[src/rtl/pc_sequencer_if.sv]
// -----------------------------------------------------------------------------
// pc_sequencer_if
// Memory-side handshake between the fetch/execute sequencer and the memory
// interface.
//   mem_rd     sequencer -> memory  read request (instruction fetch or load)
//   mem_wr     sequencer -> memory  write request (store)
//   addr_sel   sequencer -> memory  0: address is pc, 1: address is ALU/register
//   mem_ready  memory -> sequencer  current read/write completes this cycle
// Modports: master (sequencer side), slave (memory side).
// -----------------------------------------------------------------------------
interface pc_sequencer_if;
  logic mem_rd;
  logic mem_wr;
  logic addr_sel;
  logic mem_ready;

  modport master (
    output mem_rd,
    output mem_wr,
    output addr_sel,
    input  mem_ready
  );

  modport slave (
    input  mem_rd,
    input  mem_wr,
    input  addr_sel,
    output mem_ready
  );
endinterface

[src/rtl/pc_sequencer.sv]
// -----------------------------------------------------------------------------
// pc_sequencer
// Multicycle fetch/execute sequencer for the 16-bit core. Owns the
// architectural PC, drives the memory strobes, the IR / regfile / link write
// pulses and the one-hot jal/jump/branch enables for the PC-update ALU, whose
// result (pc_next) is loaded back into the PC when an instruction retires.
//
// Parameters
//   WIDTH       datapath, PC and retire-counter width
//   RESET_PC    PC value loaded on reset
//   IRQ_VECTOR  PC loaded on interrupt entry (only with PC_SEQ_IRQ_EN)
//
// Ports
//   clk, reset                 rising-edge clock, synchronous active-high reset
//   is_jal/is_jump/is_branch   decoded instruction class (latched in DECODE)
//   is_load/is_store/is_halt
//   cond_met                   condition check for jump/branch (latched in DECODE)
//   stall                      hold in EXEC
//   pc_next                    next-PC result from the PC-update ALU
//   pc                         architectural PC (registered)
//   ir_we, rf_we, link_we      single-cycle write pulses
//   jal_en, jump_en, branch_en PC-ALU selects, held through EXEC/MEM
//   state                      FETCH=0 DECODE=1 EXEC=2 MEM=3 HALT=4
//   retired                    instructions-retired counter (wraps)
//   bus                        memory handshake (pc_sequencer_if.master)
//
// Optional feature macro: PC_SEQ_IRQ_EN
//   Adds irq (in), irq_ack (out) and epc (out). irq is sampled only when an
//   instruction retires back to FETCH; a taken interrupt saves pc_next in epc
//   and redirects the PC to IRQ_VECTOR. A halt retire never takes an interrupt.
// -----------------------------------------------------------------------------
module pc_sequencer #(
  parameter int                 WIDTH    = 16,
  parameter logic [WIDTH-1:0]   RESET_PC = '0
`ifdef PC_SEQ_IRQ_EN
  ,
  parameter logic [WIDTH-1:0]   IRQ_VECTOR = 16'h0010
`endif
) (
  input  logic              clk,
  input  logic              reset,
  input  logic              is_jal,
  input  logic              is_jump,
  input  logic              is_branch,
  input  logic              is_load,
  input  logic              is_store,
  input  logic              is_halt,
  input  logic              cond_met,
  input  logic              stall,
  input  logic [WIDTH-1:0]  pc_next,
  output logic [WIDTH-1:0]  pc,
  output logic              ir_we,
  output logic              rf_we,
  output logic              link_we,
  output logic              jal_en,
  output logic              jump_en,
  output logic              branch_en,
  output logic [2:0]        state,
  output logic [WIDTH-1:0]  retired,
`ifdef PC_SEQ_IRQ_EN
  input  logic              irq,
  output logic              irq_ack,
  output logic [WIDTH-1:0]  epc,
`endif
  pc_sequencer_if.master    bus
);

  typedef enum logic [2:0] {
    FETCH  = 3'd0,
    DECODE = 3'd1,
    EXEC   = 3'd2,
    MEM    = 3'd3,
    HALT   = 3'd4
  } state_t;

  state_t state_q, state_d;

  // Instruction class captured at the end of DECODE; only read in EXEC/MEM,
  // so it needs no reset.
  logic cls_jal, cls_jump, cls_branch, cls_load, cls_store, cls_halt, cls_cond;

  logic             pc_load;
  logic             ret_inc;
  logic [WIDTH-1:0] pc_d;

  // Priority-encoded PC-ALU selects: jal over jump over branch. An untaken
  // jump/branch leaves all three low so the ALU falls back to pc+1.
  logic sel_jal, sel_jump, sel_branch;
  assign sel_jal    = cls_jal;
  assign sel_jump   = ~cls_jal & cls_jump & cls_cond;
  assign sel_branch = ~cls_jal & ~cls_jump & cls_branch & cls_cond;

  assign state = state_q;

  // Registered state: FSM, PC, retire counter, class latch
  always_ff @(posedge clk) begin
    if (reset) begin
      state_q <= FETCH;
      pc      <= RESET_PC;
      retired <= '0;
`ifdef PC_SEQ_IRQ_EN
      epc     <= '0;
`endif
    end else begin
      state_q <= state_d;
      if (pc_load) pc <= pc_d;
      if (ret_inc) retired <= retired + WIDTH'(1);
`ifdef PC_SEQ_IRQ_EN
      if (pc_load && irq) epc <= pc_next;
`endif
      if (state_q == DECODE) begin
        cls_jal    <= is_jal;
        cls_jump   <= is_jump;
        cls_branch <= is_branch;
        cls_load   <= is_load;
        cls_store  <= is_store;
        cls_halt   <= is_halt;
        cls_cond   <= cond_met;
      end
    end
  end

  // Next-state and control decode
  always_comb begin
    state_d      = state_q;
    bus.mem_rd   = 1'b0;
    bus.mem_wr   = 1'b0;
    bus.addr_sel = 1'b0;
    ir_we        = 1'b0;
    rf_we        = 1'b0;
    link_we      = 1'b0;
    jal_en       = 1'b0;
    jump_en      = 1'b0;
    branch_en    = 1'b0;
    pc_load      = 1'b0;
    ret_inc      = 1'b0;
    pc_d         = pc_next;
`ifdef PC_SEQ_IRQ_EN
    irq_ack      = 1'b0;
`endif

    case (state_q)
      FETCH: begin
        bus.mem_rd = 1'b1;
        if (bus.mem_ready) begin
          ir_we   = 1'b1;
          state_d = DECODE;
        end
      end

      DECODE: state_d = EXEC;

      EXEC: begin
        jal_en    = sel_jal;
        jump_en   = sel_jump;
        branch_en = sel_branch;
        if (!stall) begin
          if (cls_halt) begin
            // Halt counts as retired but keeps the PC where it is.
            ret_inc = 1'b1;
            state_d = HALT;
          end else if (cls_load || cls_store) begin
            state_d = MEM;
          end else begin
            link_we = cls_jal;
            pc_load = 1'b1;
            ret_inc = 1'b1;
            state_d = FETCH;
          end
        end
      end

      MEM: begin
        jal_en       = sel_jal;
        jump_en      = sel_jump;
        branch_en    = sel_branch;
        bus.addr_sel = 1'b1;
        bus.mem_rd   = cls_load;
        // A load/store combination is treated as a load.
        bus.mem_wr   = cls_store & ~cls_load;
        if (bus.mem_ready) begin
          rf_we   = cls_load;
          pc_load = 1'b1;
          ret_inc = 1'b1;
          state_d = FETCH;
        end
      end

      HALT: state_d = HALT;

      default: state_d = FETCH;
    endcase

`ifdef PC_SEQ_IRQ_EN
    // pc_load is only raised on a retire back to FETCH, never for halt.
    if (pc_load && irq) begin
      pc_d    = IRQ_VECTOR;
      irq_ack = 1'b1;
    end
`endif

    // The reset cycle abandons whatever was in flight: no strobes leave.
    if (reset) begin
      bus.mem_rd   = 1'b0;
      bus.mem_wr   = 1'b0;
      bus.addr_sel = 1'b0;
      ir_we        = 1'b0;
      rf_we        = 1'b0;
      link_we      = 1'b0;
      jal_en       = 1'b0;
      jump_en      = 1'b0;
      branch_en    = 1'b0;
      pc_load      = 1'b0;
      ret_inc      = 1'b0;
`ifdef PC_SEQ_IRQ_EN
      irq_ack      = 1'b0;
`endif
    end
  end

endmodule
[src/flat_wrapper.sv]
// flat-port wrapper written by rule: the top's interface ports become plain ports
module pc_sequencer_flat 
#(
  parameter int                 WIDTH    = 16,
  parameter logic [WIDTH-1:0]   RESET_PC = '0

)
  (clk, reset, is_jal, is_jump, is_branch, is_load, is_store, is_halt, cond_met, stall, pc_next, pc, ir_we, rf_we, link_we, jal_en, jump_en, branch_en, state, retired, bus_mem_rd, bus_mem_wr, bus_addr_sel, bus_mem_ready);
  pc_sequencer_if bus_i ();
  input  logic clk;
  input  logic reset;
  input  logic is_jal;
  input  logic is_jump;
  input  logic is_branch;
  input  logic is_load;
  input  logic is_store;
  input  logic is_halt;
  input  logic cond_met;
  input  logic stall;
  input  logic [WIDTH-1:0] pc_next;
  output logic [WIDTH-1:0] pc;
  output logic ir_we;
  output logic rf_we;
  output logic link_we;
  output logic jal_en;
  output logic jump_en;
  output logic branch_en;
  output logic [2:0] state;
  output logic [WIDTH-1:0] retired;
  output wire logic [$bits(bus_i.mem_rd)-1:0] bus_mem_rd;
  output wire logic [$bits(bus_i.mem_wr)-1:0] bus_mem_wr;
  output wire logic [$bits(bus_i.addr_sel)-1:0] bus_addr_sel;
  input wire logic [$bits(bus_i.mem_ready)-1:0] bus_mem_ready;
  assign bus_mem_rd = bus_i.mem_rd;
  assign bus_mem_wr = bus_i.mem_wr;
  assign bus_addr_sel = bus_i.addr_sel;
  assign bus_i.mem_ready = bus_mem_ready;
  pc_sequencer #(.WIDTH(WIDTH), .RESET_PC(RESET_PC)) u_core (.clk(clk), .reset(reset), .is_jal(is_jal), .is_jump(is_jump), .is_branch(is_branch), .is_load(is_load), .is_store(is_store), .is_halt(is_halt), .cond_met(cond_met), .stall(stall), .pc_next(pc_next), .pc(pc), .ir_we(ir_we), .rf_we(rf_we), .link_we(link_we), .jal_en(jal_en), .jump_en(jump_en), .branch_en(branch_en), .state(state), .retired(retired), .bus(bus_i));
endmodule
[config.mk]
export PLATFORM = sky130hd
export DESIGN_NAME = pc_sequencer_flat
export DESIGN_NICKNAME = d
export VERILOG_FILES = /design/src/rtl/pc_sequencer_if.sv /design/src/rtl/pc_sequencer.sv /design/src/flat_wrapper.sv
export SDC_FILE = /design/constraint.sdc
export NUM_CORES = 1
export LEC_CHECK = 0
export ABC_CLOCK_PERIOD_IN_PS = 1600
export CAP_MARGIN = 20
export CORE_UTILIZATION = 40
export CTS_CLUSTER_SIZE = 14
export DETAILED_ROUTE_END_ITERATION = 12
export HOLD_SLACK_MARGIN = 0.08
export PLACE_DENSITY = 0.79
export SETUP_SLACK_MARGIN = 0.2
export SYNTH_ARGS = -nofsm -noshare
export SYNTH_HDL_FRONTEND = slang
export SYNTH_SLANG_ARGS = --single-unit
[constraint.sdc]
create_clock -name clk -period 1.6 [get_ports clk]
set_input_delay 0.32 -clock clk [delete_from_list [all_inputs] [get_ports clk]]
set_output_delay 0.32 -clock clk [all_outputs]
set_load 0.01 [all_outputs]
======== After elaboration in Yosys (flattened, before gate mapping) ========
Index checks and enable logic that the tools add are counted.
storage, ports and cells
  register bits after elaboration ......... 42
  input bits .............................. 27
  word-level logic and storage cells ...... 71
cells by class
  $add $sub $neg .......................... 1
  eq/ne operators ......................... 7
  muxes and demuxes ....................... 38
  bitwise logic cells ..................... 10
  reduce and logical (&&, ||, !) cells .... 5
operator list
  cell                   count
  $mux 1                 29
  $add 16x1->16 const B  1
  $pmux 3 s5             1
  $mux 3                 4
  $and 1x1->1            6
  $eq 3x2->1 const B     2
  $ne 2x2->1 const B     3
  $pmux 1 s2             3
  $not 1->1              4
  $eq 3x1->1 const B     1
  $eq 3x3->1 const B     1
  $logic_not 3->1        1
  $reduce_and 3->1       1
  $mux 2                 1
  $reduce_and 2->1       1
  $reduce_or 2->1        1
  $logic_or 1x1->1       1

======== Depth between registers and ports, before layout ========
Gate-level depths: netlist (run 1).
  depth after elaboration ................. 6
  depth in mapped cells ................... 7
  gate-level depth less buffers ........... 4

======== Least setup slack after synthesis (run 1) ========
OpenSTA, ideal clock, no wires.
  path type ............................... flip-flop to flip-flop
  start point ............................. register u_core.state_q[0], in the netlist u_core.state[0]
  end point ............................... register u_core.retired[14]
  arrival ................................. 1.614 ns
  required time ........................... 1.477 ns
  setup slack ............................. -0.137 ns
  cell stages (with the launch flop) ...... 8
  period minus slack after synthesis ...... 1.737 ns
  cell sequence ........................... dfxtp_1 > buf_6 > and2_4 > buf_6 > o2111ai_2 > buf_6 > nor4_1 > mux2_1
on the way
  word-level cells in the longest chain between the ends .. 3
  elaborated cells between the ends (all ways) .. 4
ends and longest elaborated chain
  what                    RTL line             RTL
  from (decl)             pc_sequencer.sv:76   state_t state_q, state_d;
  from (signal assigned)  pc_sequencer.sv:105  state_q <= state_d;
  $eq 3x2->1              pc_sequencer.sv:142  case (state_q)
  $pmux 1 s2 (*)          pc_sequencer.sv:142
  $mux 1 (*)              pc_sequencer.sv:203  if (reset) begin
  to (signal assigned)    pc_sequencer.sv:107  if (ret_inc) retired <= retired + WIDTH'(1);
  to (decl)               pc_sequencer.sv:59   output logic [WIDTH-1:0] retired,
Every way passes the cells marked *; elsewhere a longest branch is shown, timed or not.
A chain may end at the register's enable or synchronous reset.

======== Worst setup path in the final report (run 1) ========
  start point ............................. register u_core.cls_load
  end point ............................... output port bus_mem_rd
on the way
  word-level cells in the longest chain between the ends .. 2
ends and longest elaborated chain
  what                    RTL line             RTL
  from (decl)             pc_sequencer.sv:80   logic cls_jal, cls_jump, cls_branch, cls_load, cls_store, cls_halt, cls_cond;
  from (signal assigned)  pc_sequencer.sv:115  cls_load <= is_load;
  $pmux 1 s2              pc_sequencer.sv:142
  $mux 1                  pc_sequencer.sv:203
  to (decl)               flat_wrapper.sv:30   output wire logic [$bits(bus_i.mem_rd)-1:0] bus_mem_rd;
No other way between the ends.

==> results of run 1 <==
==> routing by layer <==
| metal | share of wire (%) | track usage, % | vias up | wire (um) |
|---|---|---|---|---|
| li1 | - | - | 953 | - |
| met1 | 41 | 24.1 | 956 | 2320 |
| met2 | 51 | 38.0 | 62 | 2900 |
| met3 | 5.7 | 5.83 | 12 | 322 |
| met4 | 1.9 | 7.19 | 0 | 110 |
| met5 | 0 | 0 | - | 0 |
==> cell type report <==
class | instances | area [um2] | area share, %
Sequential cell | 42 | 931 | 26.6
Tap cell | 67 | 83.8 | 2.40
Timing Repair Buffer | 121 | 1080 | 31.0
Multi-Input combinational cell | 137 | 1260 | 36.2
Inverter | 5 | 18.8 | 0.536
Clock inverter | 1 | 30.0 | 0.858
Clock buffer | 7 | 86.3 | 2.47
==> cells in the mapped netlist, types with 4 or more instances <==
master,count
nor2b_1,19
or4_1,11
nor2_1,7
edfxtp_1,7
nand4_1,5
mux2_2,12
a21oi_1,13
nor3_1,4
o21ai_0,4
and3_1,6
o31ai_1,11
dfxtp_1,35
nand2_1,6
mux2_1,7
clkbuf_1,7
inv_1,5
==> power by group through the flow <==
| stage | sequential, mW | clock [mW] | combinational (mW) |
|---|---|---|---|
| global route | 1.11 | 0.939 | 0.361 |
| floorplan | 1.14 | 0 | 0.103 |
| detailed placement | 1.13 | 0 | 0.274 |
| finish | 1.11 | 0.885 | 0.341 |
| CTS | 1.11 | 0.893 | 0.303 |
| global placement | 1.13 | 0 | 0.269 |
==> critical path, cell delays in order, from the launching register on <==
cell	delay (ns)
edfxtp_1	0.46
buf_4	0.17
buf_6	0.11
nand3_2	0.04
o21ai_1	0.05
and2_1	0.13
buf_2	0.13
==> stage by stage <==
stage	instances	hold slack [ns]	power (mW)	cell area, um2
5_1_grt	380	0.523	2.41	3500
3_3_place_gp	355	0.471	1.40	3050
6_report	380	0.497	2.34	3500
3_5_place_dp	355	0.476	1.41	3050
4_1_cts	372	0.487	2.30	3270
2_1_floorplan	194	0.419	1.24	2070
==> flip-flops by register name, indices dropped and copies added (netlist names) <==
name               cells
u_core.cls_jump        1
u_core.state           3
u_core.cls_store       1
u_core.cls_jal         1
u_core.cls_load        1
u_core.cls_branch      1
u_core.cls_halt        1
u_core.cls_cond        1
u_core.pc             16
u_core.retired        16
==> timing repair <==
action	CTS	global route
buffers inserted	8	6
gates cloned	1	2
resized for setup	116	38
pin swaps	17	14
endpoints found under the setup margin	77	49
hold buffers	0	0
==> logic make-up after synthesis <==
logic type / Yosys count
simple gates: 79
flops: 42
compound gates: 36
mux: 19
buf+inv: 17
fa+ha+maj: 1
==> path summary, 6_finish.rpt <==
check,startpoint,depth (start not counted),to,slack (ns)
worst max register to register,u_core.cls_load,6,u_core.retired[3],-0.10
worst min-delay path,u_core.retired[15],2,u_core.retired[15],0.50
worst min register to register,u_core.retired[15],2,u_core.retired[15],0.50
worst max-delay path,u_core.cls_load,6,bus_mem_rd,-0.12
==> results.md, run 1 <==
* Post-Synth Adder-Cell Area at 0.636%
* Max Slew Vio Count at 0
* Fill cell count at 333
* Clk pwr share at 37.9%
* Path category of the worst min-delay check: reg2reg
* Clock transition at path regs at 0.08 ns
* Async set or reset register ratio after synthesis at 0%
* Final core occ at 74.1%
* Top cell type by total area after synthesis: dfxtp_1
* DRT iter0 DRCs at 112
* Largest net degree at the start of global routing at 22
* Worst rel slew slack at 77.5%
* Final setup viols at 36
* CP Capture Type: output port
* CTS Root Cell: clkbuf_8
* WP data arrival at 1.40 ns
* Routed WL at 5660 um
* Failing checks: setup timing
* Unrepaired setup endpoints after global routing: true
* Setup crit start kind: register
* Share of post-route cells with drive strength above 1 at 45.4%
* Mux contribution to synthesized area at 10.9%
* CTS tree: yes
* Drt wl/cell at 14.9 um
* Max IR drop VDD at 0.618 mV
* Most frequent cells in the layout: buf_4 (36), dlygate4sd2_1 (31), dfxtp_1 (25)
* Sink Count at 42
* First-pass GRT wire length at 8520 um
* Post-synthesis xor/xnor area fraction at 0%
* Die ar. at 0.00520 mm2
* Width of the die at 72.1 um
* I/O Buffers at 70
* Detail Route Antenna Nets at 0
* I/O Pins at 71
* Final GP Congestion at 0.756
* Global route overflow at 0
* Worst-Margin Slew at 0.334 ns
* Leakage power at 1.53 nW
* Std cell rows at 25
* Layout area overhead at 77.7%
* Fmax at 583 MHz
* Core area at 0.00472 mm2
* Final worst path period share at 107%
* Post-synth EDFFs at 7
* Clock Path Buffers at 2
* Pre-CTS setup slack at -0.662 ns
* Largest family of logic cells by synthesized area: simple AND/OR/NAND/NOR gates
* Synth Area in Simple Gates at 25.7%
* Prevailing post-synth register cell: dfxtp_1
* Synth Area in Compound Gates at 12.0%
* Internal Power at 1.79 mW
* Net Sw Power at 0.542 mW
* Net Count, Synth at 222
* Initial Utilization at 41.7%
* H-tree depth at 2
* Setup_tns at -1.49 ns
* Synthesized area at 0.00197 mm2
* Setup CP Type: reg2out
* Flop pwr share at 47.5%
* Tmin final at 1.72 ns
* Crit Path Max Fanout at 3
* Status: finished with violations
* Worst Clk Skew at 0.00245 ns
* Comb pwr share at 14.6%
* DR vias at 1983
* Avg Synthesized Cell Area at 10.1 um2
* Via-per-instance ratio at 5.22
* Synth top area cells: dfxtp_1 (36%), edfxtp_1 (11%), mux2_2 (6.9%)
* Number of global-route vias before repair at 1903
* Worst-skew pair later-pin latency at 0.30 ns
* Total GRT Usage at 21.2%
* Commonest non-fill, non-tap cell in the layout: buf_4
* Post-DP HPWL at 3530 um
* Switch share at 23.2%
* Synth Warn # at 0
* TritonRoute pass-1 iters at 4
* CTS buffer count at 5
* # diodes at 0
* Required time of the worst setup path at 1.28 ns
* Initial antenna violation count at 0
* PnR worst setup slack at -0.115 ns
* Power density of the placed cells at 668 mW/mm2
* Top cell type's share of synthesized area at 35.6%
* Register area share after synthesis at 46.3%
* Die Y at 72.1 um
* Final Hold Violating Endpoints at 0
* DRC viols at 0
* Syn Inst Count at 194
* Library cells used by synthesis at 42
* Register bit total from synthesis at 42
* MaxCap Viol Count at 0
* Nets@finish at 340
No activity file was read; power rests on OpenSTA's default activity.
==> run 2: changes to the inputs <==
--- a/config.mk
+++ b/config.mk
@@ -11,7 +11,7 @@
 export CTS_CLUSTER_SIZE = 14
 export DETAILED_ROUTE_END_ITERATION = 12
 export HOLD_SLACK_MARGIN = 0.08
-export PLACE_DENSITY = 0.79
+export PLACE_DENSITY = 0.76
 export SETUP_SLACK_MARGIN = 0.2
 export SYNTH_ARGS = -nofsm -noshare
 export SYNTH_HDL_FRONTEND = slang
==> constraint.sdc (replaced) <==
create_clock -name clk -period 1.6 [get_ports clk]
set_input_delay 0.32 -clock clk [delete_from_list [all_inputs] [get_ports clk]]
set_output_delay 0.32 -clock clk [all_outputs]
set_load 0.1 [all_outputs]
==> results.md, run 2 (same netlist as run 1, synthesis figures left out) <==
* Status: finished with violations
* Failing checks: setup timing
* CP Capture Type: output port
* Nets@finish at 345 (+1.5%)
* I/O Pins at 71 (unchanged)
* Total GRT Usage at 26.7% (+5.5 points)
* Detail Route Antenna Nets at 0 (unchanged)
* Hold depth at 2 (unchanged)
* Unrepaired setup endpoints after global routing: true
* Pre-CTS setup slack at -0.410 ns (+0.252 ns)
* WP data arrival at 1.54 ns (+0.14 ns)
* Setup crit start kind: register
* Final worst path period share at 116% (+8.7 points)
* Routed WL at 7870 um (+39%)
* CTS Root Cell: clkbuf_8
* Final GP Congestion at 0.781 (+3.3%)
* Worst Clk Skew at 0.00728 ns (+0.00483 ns)
* Power Total at 2.51 mW (+7.7%)
* Worst R2R Setup Slack at -0.21 ns (-0.11 ns)
* Required time of the worst setup path at 1.28 ns (about the same)
* Width of the die at 72.1 um (unchanged)
* Non-filler instance count after layout at 385 (+1.3%)
* Crit Reg-Reg Startpoint: u_core.cls_load
* Worst rel slew slack at 74.5% (-3.0 points)
* TritonRoute pass-1 iters at 5 (+1)
* Sink Count at 42 (unchanged)
* Initial antenna violation count at 0 (unchanged)
* Number of global-route vias before repair at 2171 (+14%)
* Initial Utilization at 41.7% (unchanged)
* Global route overflow at 0 (unchanged)
* FF-to-FF End: u_core.retired[10]
* Die Y at 72.1 um (unchanged)
* Max IR drop VDD at 0.650 mV (+5.1%)
* Tmin final at 1.86 ns (+0.140 ns)
* Worst-Margin Slew at 0.381 ns (+0.0466 ns)
* Commonest non-fill, non-tap cell in the layout: buf_12
* DR vias at 2203 (+11%)
* CTS buffer count at 5 (unchanged)
* Most frequent cells in the layout: buf_12 (45), buf_4 (38), clkdlybuf4s50_1 (23)
* Post-DP HPWL at 3920 um (+11%)
* Comb pwr share at 22.4% (+7.8 points)
* Path category of the worst min-delay check: reg2reg
* Hold Path End: u_core.retired[9]
* I/O Buffers at 70 (unchanged)
* Layout area overhead at 110%
* Clock transition at path regs at 0.08 ns (about the same)
* PnR worst setup slack at -0.255 ns (-0.140 ns)
* Share of post-route cells with drive strength above 1 at 62.9% (+18 points)
* Clk pwr share at 33.6% (-4.3 points)
* H-tree depth at 2 (unchanged)
* Flop pwr share at 44.0% (-3.5 points)
* DRT iter0 DRCs at 278 (+150%)
* DRC viols at 0 (unchanged)
* Leakage power at 1.60 nW (+4.9%)
* Die ar. at 0.00520 mm2 (unchanged)
* Max Slew Vio Count at 0 (unchanged)
* First-pass GRT wire length at 10500 um (+23%)
* Crit Path Max Fanout at 2 (-1)
* Final Hold Violating Endpoints at 0 (unchanged)
* Worst-skew pair later-pin latency at 0.31 ns (about the same)
* Largest net degree at the start of global routing at 24 (+9.1%)
* CTS tree: yes
* Placed Cells at 348 (-2.0%)
* # diodes at 0 (unchanged)
* Hold Crit Start: u_core.retired[9]
* Fill cell count at 202 (-39%)
* Switch share at 28.2% (+5.0 points)
* Critical path launch point: u_core.cls_halt
* Core area at 0.00472 mm2 (unchanged)
* Internal Power at 1.81 mW (+0.70%)
* Via-per-instance ratio at 5.72 (+9.7%)
* R2r worst-path depth at 7 (+1)
* Setup CP Type: reg2out
* Drt wl/cell at 20.4 um (+37%)
* Final setup viols at 41 (+14%)
* Fmax at 539 MHz (-7.5%)
* MaxCap Viol Count at 0 (unchanged)
* Clock Path Buffers at 2 (unchanged)
* Std cell rows at 25 (unchanged)
* Net Sw Power at 0.709 mW (+31%)
* Power density of the placed cells at 608 mW/mm2 (-8.9%)
==> run 2: per-layer routing <==
metal / track usage [%] / vias to the layer above / share of wire [%]
met5: 0 / - / 0
met3: 7.22 / 36 / 7.1
met4: 15.0 / 0 / 3.9
li1: - / 964 / -
met2: 45.5 / 135 / 52
met1: 30.1 / 1068 / 37
==> run 2: power by group through the flow <==
stage | registers [mW] | clock network (mW) | logic (mW)
global placement | 1.13 | 0 | 0.439
floorplan | 1.21 | 0 | 0.161
detailed placement | 1.13 | 0 | 0.445
CTS | 1.10 | 0.855 | 0.504
global route | 1.11 | 0.889 | 0.582
finish | 1.11 | 0.845 | 0.563
==> run 2: worst max-delay path by stage <==
stage / endpoint / slack [ns] / cells past startpoint
2_1_floorplan: branch_en / -0.55 / 4
3_3_place_gp: u_core.retired[14] / -0.39 / 5
3_5_place_dp: u_core.retired[14] / -0.41 / 5
4_1_cts: branch_en / -0.27 / 4
5_1_grt: branch_en / -0.31 / 5
6_report: link_we / -0.26 / 4
==> run 2: what timing repair did <==
item | in CTS | in global routing
resized for setup | 37 | 40
setup endpoints to repair | 41 | 45
gates cloned | 3 | 0
pin swaps | 16 | 22
setup buffers | 15 | 11
hold buffers | 0 | 0
==> run 2: through the flow <==
step | instance area (um2) | setup TNS (ns) | hold slack (ns) | util [%]
2_1_floorplan | 2150 | -7.35 | 0.419 | -
3_3_place_gp | 3500 | -12.87 | 0.456 | 74.1
3_5_place_dp | 3500 | -14.61 | 0.457 | 74.1
4_1_cts | 3880 | -2.84 | 0.494 | 82.3
5_1_grt | 4140 | -6.29 | 0.536 | 87.6
6_report | 4140 | -4.58 | 0.519 | 87.6
==> run 2: critical path, cell delays in order, from the launching register on <==
cell and delay, ns:
edfxtp_1 0.43, buf_6 0.15, nor4b_4 0.27, and2_4 0.20
buf_12 0.17
==> run 2: cell type report <==
cell class | instances | area [um2] | share of cell area (%)
inverter | 5 | 21.3 | 0.514
multi-input combinational | 137 | 1320 | 31.9
clock buffer | 7 | 76.3 | 1.85
clock inverter | 1 | 30.0 | 0.726
sequential | 42 | 956 | 23.1
tap | 67 | 83.8 | 2.03
timing repair buffer | 126 | 1650 | 39.9
==> run 3: changes to the inputs <==
--- a/config.mk
+++ b/config.mk
@@ -6,7 +6,6 @@
 export NUM_CORES = 1
 export LEC_CHECK = 0
 export ABC_CLOCK_PERIOD_IN_PS = 1600
-export CAP_MARGIN = 20
 export CORE_UTILIZATION = 40
 export CTS_CLUSTER_SIZE = 14
 export DETAILED_ROUTE_END_ITERATION = 12
==> results of run 3 <==
The final DEF is identical to that of run 2; final timing and power are the same.
